## src/rtl/gama_calc.sv

```systemverilog
// Gamma branch-metric generator: one trellis step in, four metrics written to the gamma SRAM.
// Optional macro GAMA_SAT_EN: saturate metrics to 16 bits instead of two's-complement wrap.
module gama_calc #(
  parameter int N_STEPS   = 2,
  parameter int BASE_ADDR = 0
) (
  input  logic        clk,
  input  logic        rst,
  input  logic        start,
  input  logic        in_valid,
  output logic        in_ready,
  input  logic [15:0] ys,
  input  logic [15:0] yp,
  input  logic [15:0] la,
  input  logic [7:0]  rd_addr,
  output logic [15:0] g,
  output logic [7:0]  gama_addr,
  output logic        w_r,
  output logic        busy,
  output logic        done
);

  typedef enum logic [1:0] {ST_IDLE, ST_LOAD, ST_WRITE, ST_DONE} state_t;

  localparam logic [5:0] LAST_K = 6'(N_STEPS - 1);
  localparam logic [7:0] BASE8  = 8'(BASE_ADDR);

  state_t             state_q;
  logic [5:0]         k_q;
  logic [1:0]         j_q;
  logic signed [16:0] s_q;
  logic signed [15:0] yp_q;
  logic               in_ready_q;
  logic               w_r_q;
  logic               busy_q;
  logic               done_q;
  logic [15:0]        g_q;
  logic [7:0]         addr_q;

  logic signed [17:0] s_ext;
  logic signed [17:0] yp_ext;
  logic signed [17:0] term_u;
  logic signed [17:0] term_p;
  logic [15:0]        g_d;
  logic [7:0]         addr_d;
`ifdef GAMA_SAT_EN
  logic signed [17:0] shf_d;
`endif

  // j[1] negates the systematic term, j[0] negates the parity term
  always_comb begin
    s_ext  = {s_q[16], s_q};
    yp_ext = {{2{yp_q[15]}}, yp_q};
    term_u = j_q[1] ? -s_ext : s_ext;
    term_p = j_q[0] ? -yp_ext : yp_ext;
`ifdef GAMA_SAT_EN
    shf_d = (term_u + term_p) >>> 1;
    if (shf_d > 18'sd32767) begin
      g_d = 16'h7FFF;
    end else if (shf_d < -18'sd32768) begin
      g_d = 16'h8000;
    end else begin
      g_d = shf_d[15:0];
    end
`else
    g_d = 16'((term_u + term_p) >>> 1);
`endif
    addr_d = BASE8 + {k_q, j_q};
  end

  always_ff @(posedge clk or posedge rst) begin
    if (rst) begin
      state_q    <= ST_IDLE;
      k_q        <= '0;
      j_q        <= '0;
      s_q        <= '0;
      yp_q       <= '0;
      in_ready_q <= 1'b0;
      w_r_q      <= 1'b0;
      busy_q     <= 1'b0;
      done_q     <= 1'b0;
      g_q        <= '0;
      addr_q     <= '0;
    end else begin
      case (state_q)
        ST_IDLE: begin
          addr_q <= rd_addr;
          w_r_q  <= 1'b0;
          done_q <= 1'b0;
          if (start) begin
            state_q    <= ST_LOAD;
            k_q        <= '0;
            busy_q     <= 1'b1;
            in_ready_q <= 1'b1;
          end
        end
        ST_LOAD: begin
          w_r_q <= 1'b0;
          if (in_valid) begin
            s_q        <= {la[15], la} + {ys[15], ys};
            yp_q       <= yp;
            j_q        <= '0;
            in_ready_q <= 1'b0;
            state_q    <= ST_WRITE;
          end
        end
        ST_WRITE: begin
          g_q    <= g_d;
          addr_q <= addr_d;
          w_r_q  <= 1'b1;
          j_q    <= j_q + 2'd1;
          if (j_q == 2'd3) begin
            if (k_q < LAST_K) begin
              k_q        <= k_q + 6'd1;
              in_ready_q <= 1'b1;
              state_q    <= ST_LOAD;
            end else begin
              state_q <= ST_DONE;
            end
          end
        end
        ST_DONE: begin
          w_r_q   <= 1'b0;
          done_q  <= 1'b1;
          busy_q  <= 1'b0;
          state_q <= ST_IDLE;
        end
        default: state_q <= ST_IDLE;
      endcase
    end
  end

  assign in_ready  = in_ready_q;
  assign g         = g_q;
  assign gama_addr = addr_q;
  assign w_r       = w_r_q;
  assign busy      = busy_q;
  assign done      = done_q;

endmodule

```

## config.mk

```make
export PLATFORM = sky130hd
export DESIGN_NAME = gama_calc
export DESIGN_NICKNAME = d
export VERILOG_FILES = /design/src/rtl/gama_calc.sv
export SDC_FILE = /design/constraint.sdc
export NUM_CORES = 1
export LEC_CHECK = 0
export CORE_ASPECT_RATIO = 0.7
export CORE_MARGIN = 1
export CORE_UTILIZATION = 35
export DETAILED_ROUTE_END_ITERATION = 10
export MAX_ROUTING_LAYER = met4
export PLACE_DENSITY_LB_ADDON = 0.3
export SYNTH_ARGS = -nofsm -noshare
export SYNTH_HDL_FRONTEND = slang
export SYNTH_SLANG_ARGS = --single-unit
```

## constraint.sdc

```tcl
create_clock -name clk -period 3.7 [get_ports clk]
set_input_delay 0.74 -clock clk [delete_from_list [all_inputs] [get_ports clk]]
set_output_delay 0.74 -clock clk [all_outputs]
set_load 0.01 [all_outputs]
```

* Yosys cells after proc, flatten, opt, wreduce, memory -nomap -nowiden *
Cells that the tools add are included.

storage, ports and cells
  flip-flop bits (word level) = 71
  input bits = 60
  output and inout bits = 28
  logic and storage cells = 60

cells by class
  add/subtract/negate cells = 6
  order comparisons = 1
  equality and inequality tests = 8
  muxes and demuxes = 22
  reductions and logical operators = 12

operator list
  operator                                                               number
  17-bit 2-to-1 mux                                                      2
  6-bit 2-to-1 mux                                                       3
  16-bit by 16-bit adder with 17-bit output                              1
  17-bit adder                                                           1
  16-bit negator with 17-bit output                                      1
  17-bit negator                                                         1
  8-bit case mux with 2 select lines                                     1
  6-bit case mux with 2 select lines                                     1
  2-bit 2-to-1 mux                                                       5
  2-bit != test (second input constant)                                  4
  2-bit case mux with 4 select lines                                     1
  6-bit by 1-bit adder with 6-bit output (second input constant)         1
  2-bit equality test (second input constant)                            3
  6-bit by 1-bit < comparator with 1-bit output (second input constant)  1
  1-bit case mux with 2 select lines                                     3
  2-bit AND reduction                                                    3
  2-bit nonzero test                                                     3
  5-bit AND reduction                                                    1
  1-bit 2-to-1 mux                                                       4
  2-bit case mux with 2 select lines                                     1
  4-bit AND reduction                                                    1
  1-bit case mux with 3 select lines                                     1
  3-bit AND reduction                                                    1
  3-bit nonzero test                                                     1
  4 further kinds                                                        4

* Logic depth before layout (Yosys ltp) *
Gate-level depths: netlist (run 1).

  depth after elaboration = 4
  gate-level depth with buffers = 14
  depth with buffers taken out = 13

* Least setup slack after synthesis (run 1) *
Ideal clock, no wire load.

  kind = register to register
  start = register yp_q[0]
  end = register g_q[14] (netlist: g[14])
  library setup time = 0.127 ns
  arrival = 3.160 ns
  data required time = 3.573 ns
  path slack = 0.413 ns
  stages on the path, launching flop included = 13
  buffers on the path = 1
  period minus slack after synthesis = 3.287 ns
  path through = dfrtp_1 inv_1 ha_1 or4b_2 nand2b_1 o41ai_1 xnor2_1 ha_1 clkbuf_1 nand4_1 a2111oi_0 mux2i_1 nand3_1

on the way
  longest elaborated chain between the ends = 3

ends and longest elaborated chain
  item                               line  source
  start: declaration                 32    logic signed [15:0] yp_q;
  start signal: assignment           101   yp_q <= yp;
  16-bit negator with 17-bit output  55    term_p = j_q[0] ? -yp_ext : yp_ext;
  17-bit 2-to-1 mux *                55
  17-bit adder *                     66    g_d = 16'((term_u + term_p) >>> 1);
  end signal: assignment             108   g_q <= g_d;
  end: declaration                   37    logic [15:0] g_q;

Mark *: on every way between the ends. The rest lies on a longest branch, timed or not.
A chain may end at the register's enable or synchronous reset.

* Worst setup path in the final report (run 1) *
  start = register yp_q[2]
  end = register g_q[13] (netlist: g[13])

Same word-level chain as after synthesis.

==> results of run 1 <==
logic make-up (layout without fill, tap and decap cells):
kind of cell	count (synthesis)	after routing
flops	71	71
simple gates	213	213
xor+xnor	42	42
mux	18	18
buf+inv	46	139
fa+ha+maj	42	42
compound gates	157	157
cell type report:
cell class	instances	area, µm²
fill	1411	7580
multi-input combinational	472	3140
timing repair buffer	97	958
sequential	71	1780
clock inverter	6	37.5
tap	190	238
clock buffer	10	229
inverter	26	97.6
worst register-to-register path, stage by stage, from the launching register on:
cell and delay (ns):
dfrtp_1 0.43, or2_2 0.33, or4_1 0.49, o31ai_1 0.30
xnor2_1 0.11, ha_1 0.43, nand3_1 0.13, a211oi_1 0.24
buf_4 0.17, o21ai_0 0.14, a21o_1 0.22, o311ai_0 0.31
synth_stat cells (4+ instances only):
library cell / n
a21o_1: 9
o21ai_0: 52
o31ai_1: 14
clkbuf_1: 17
nor3_1: 13
nand3_1: 17
xor2_1: 10
a211oi_1: 4
nand2b_1: 7
nor2b_1: 4
nand4_1: 11
mux2_2: 9
nand2_1: 114
a21oi_1: 31
nor2_1: 22
mux2i_1: 9
o41ai_1: 5
inv_1: 26
or3_1: 4
a211o_1: 4
xnor2_1: 31
o21a_1: 10
ha_1: 40
dfrtp_1: 71
stage by stage:
stage	setup slack (ns)	power, µW	TNS [ns]	instance area, µm²	cells
CTS	0.0966	6070	0	6460	872
global route	0.0219	6660	0	6480	872
global placement	0.217	5190	0	6190	856
detailed placement	-0.00444	5260	-0.00444	6190	856
floorplan	0.413	4110	0	5080	589
finish	0.276	6070	0	6480	872
final timing paths:
path                                             to  slack [ns]  cells after the start
max                               g[13]$_DFFE_PP0P_        0.28                     11
min in group asynchronous  gama_addr[6]$_DFFE_PP0P_        0.85                      2
min reg2reg                        g[0]$_DFFE_PP0P_        0.48                      2
max in group asynchronous       yp_q[2]$_DFFE_PP0P_        2.18                      3
max reg2reg                       g[13]$_DFFE_PP0P_        0.28                     11
min                                g[0]$_DFFE_PP0P_        0.48                      2
repair_timing:
item / CTS / global route
resized for setup: 1 / 3
setup endpoints to repair: 1 / 4
setup buffers: 0 / 0
power breakdown:
part	internal, µW	total (µW)	switching (µW)
logic	1720	3770	2050
clock network	449	773	323
registers	1140	1520	380
per-layer routing:
metal / vias up / global-route usage, % / wire length, µm
met5: - / - / 0
met4: 0 / 4.53 / 136
met3: 12 / 3.54 / 583
met2: 108 / 27.5 / 5270
met1: 2125 / 27.0 / 7040
li1: 2296 / - / -
flip-flops by register name (all words and copies together) (netlist names):
signal / count
busy: 1
done: 1
g: 16
gama_addr: 8
in_ready: 1
j_q: 2
k_q: 6
s_q: 17
state_q: 2
w_r: 1
yp_q: 16
placed cells by master (no fill, tap or decap), types with 10 or more instances in the layout:
master | synthesis | routed
nand2_1 | 114 | 114
xor2_1 | 10 | 10
o21a_1 | 10 | 10
a21oi_1 | 31 | 31
dfrtp_1 | 71 | 71
o31ai_1 | 14 | 14
nor3_1 | 13 | 13
clkdlybuf4s50_1 | 0 | 87
nor2_1 | 22 | 22
o21ai_0 | 52 | 52
nand4_1 | 11 | 11
inv_1 | 26 | 25
xnor2_1 | 31 | 31
nand3_1 | 17 | 17
ha_1 | 40 | 40
==> results.cfg, run 1 <==
[min_path]
min_path_type = flip-flop to flip-flop
min_from = g[0]$_DFFE_PP0P_

[route]
ant_nets = 0
drc = 0
drt_wl_total_um = 13000
dr.pass1.iters = 4
drt_iter0_drc = 268
vias_per_cell = 5.21
wl_per_cell_um = 14.9
vias = 4541

[setup_path]
start_kind = flip-flop
worstSetupPathType = flip-flop to flip-flop
cp-end-kind = flip-flop
crit_fanout = 7
slowest_delay_ns = 0.49
required_ns = 3.91
path_cells = or2_2 -> or4_1 -> o31ai_1 -> xnor2_1 -> ha_1 -> nand3_1 -> a211oi_1 -> buf_4 -> o21ai_0 -> a21o_1 -> o311ai_0
critPathTopFamily = compound AO/OA/AOI/OAI gates
cp_slowest_cell = or4_1
crit_path_start = yp_q[2]$_DFFE_PP0P_
path_buf_inv = 1
arrival_ns = 3.64
r2r-start = yp_q[2]$_DFFE_PP0P_

[floorplanning]
rows = 36
die-area_um2 = 15000
pin_count = 88
core_um2 = 14100
start_util_pct = 36.1
die_y_um = 103
die_x_um = 146

[global_route]
antenna_found_initial = 0
grt_pass1_vias = 4368
grt_pass1_wl_um = 21700
globalRouteTotalUtil_pct = 18.9
gr-total-overflow = 0
grt_max_degree = 41

[sta]
setup_viol = 0
post-route-min-period_ns = 3.42
hold_slack_ns = 0.483
finClkSkew_ns = 0.00554
hold_viol = 0
max-slew-margin-rel_pct = 46.2
fin_crit_sh_pct = 92.5
slew_viol_final = 0
tightest_slew_ns = 0.805
rsz0062_at_grt = false
fmax_mhz = 292

[logic_synthesis]
netlist_area_um2 = 5080
synth_top_family_by_area = compound AO/OA/AOI/OAI gates
synth_fa_ha_area_share_pct = 10.6
synth_xor_area_share_pct = 7.52
async_flop_share_pct = 100
ys_seq_area_share_pct = 35.0
synth_area_per_cell_um2 = 8.62
ys_warn_count = 0
synthMuxAreaShare_pct = 3.77
synth_edf_count = 0
synth_compound_area_share_pct = 20.0
synthFlopType = dfrtp_1
syn-num-nets = 691
yosys.area_share.simple_pct = 19.5
synthCells = 589
yosysUniqueCellTypes = 58
synth.area.top_cells = dfrtp_1 35%, ha_1 9.9%, nand2_1 8.4%
ys_ff_latch = 71
synth.largest_area_cell = dfrtp_1
synth_top_area_share_pct = 35.0

[clocking]
clockBufferDepth = 2
cts_max_level = 3
clock-sinks = 71
postCtsHoldBufs = 0
cts_tree = yes
clkTransAtPathRegs_ns = 0.06
numCtsBuffers = 9
clkLatencyLatePin_ns = 0.34
clockRootBuffer = clkbuf_16

[finish]
fin_util_pct = 46.1
drive_gt1_share_pct = 6.45
area_growth_pct = 27.6
diodes = 0
nNetsFinal = 779

[power_and_ir_drop]
pwr_density_cell_nw_per_um2 = 937
max-vdd-ir-drop_mv = 0.414
p_leak_uw = 0.00280

[placed_design]
place_congestion = 0.828
hpwlAfterDp_um = 10300
io_buffers = 87

[run]
maxCapViolCount = 0

[outcome]
status = finished clean
No activity file was read; power rests on OpenSTA's default activity.
==> inputs of run 2 (changes only) <==
--- a/config.mk
+++ b/config.mk
@@ -9,6 +9,7 @@
 export CORE_MARGIN = 1
 export CORE_UTILIZATION = 35
 export DETAILED_ROUTE_END_ITERATION = 10
+export HOLD_SLACK_MARGIN = 0.02
 export MAX_ROUTING_LAYER = met4
 export PLACE_DENSITY_LB_ADDON = 0.3
 export SYNTH_ARGS = -nofsm -noshare
==> results of run 2 <==
Same layout as run 1: the final DEF is identical, and so are final timing and power.
==> inputs of run 3 (changes only) <==
--- a/config.mk
+++ b/config.mk
@@ -12,6 +12,7 @@
 export HOLD_SLACK_MARGIN = 0.02
 export MAX_ROUTING_LAYER = met4
 export PLACE_DENSITY_LB_ADDON = 0.3
+export SLEW_MARGIN = 20
 export SYNTH_ARGS = -nofsm -noshare
 export SYNTH_HDL_FRONTEND = slang
 export SYNTH_SLANG_ARGS = --single-unit
==> results of run 3 <==
Same layout as run 1: the final DEF is identical, and so are final timing and power.
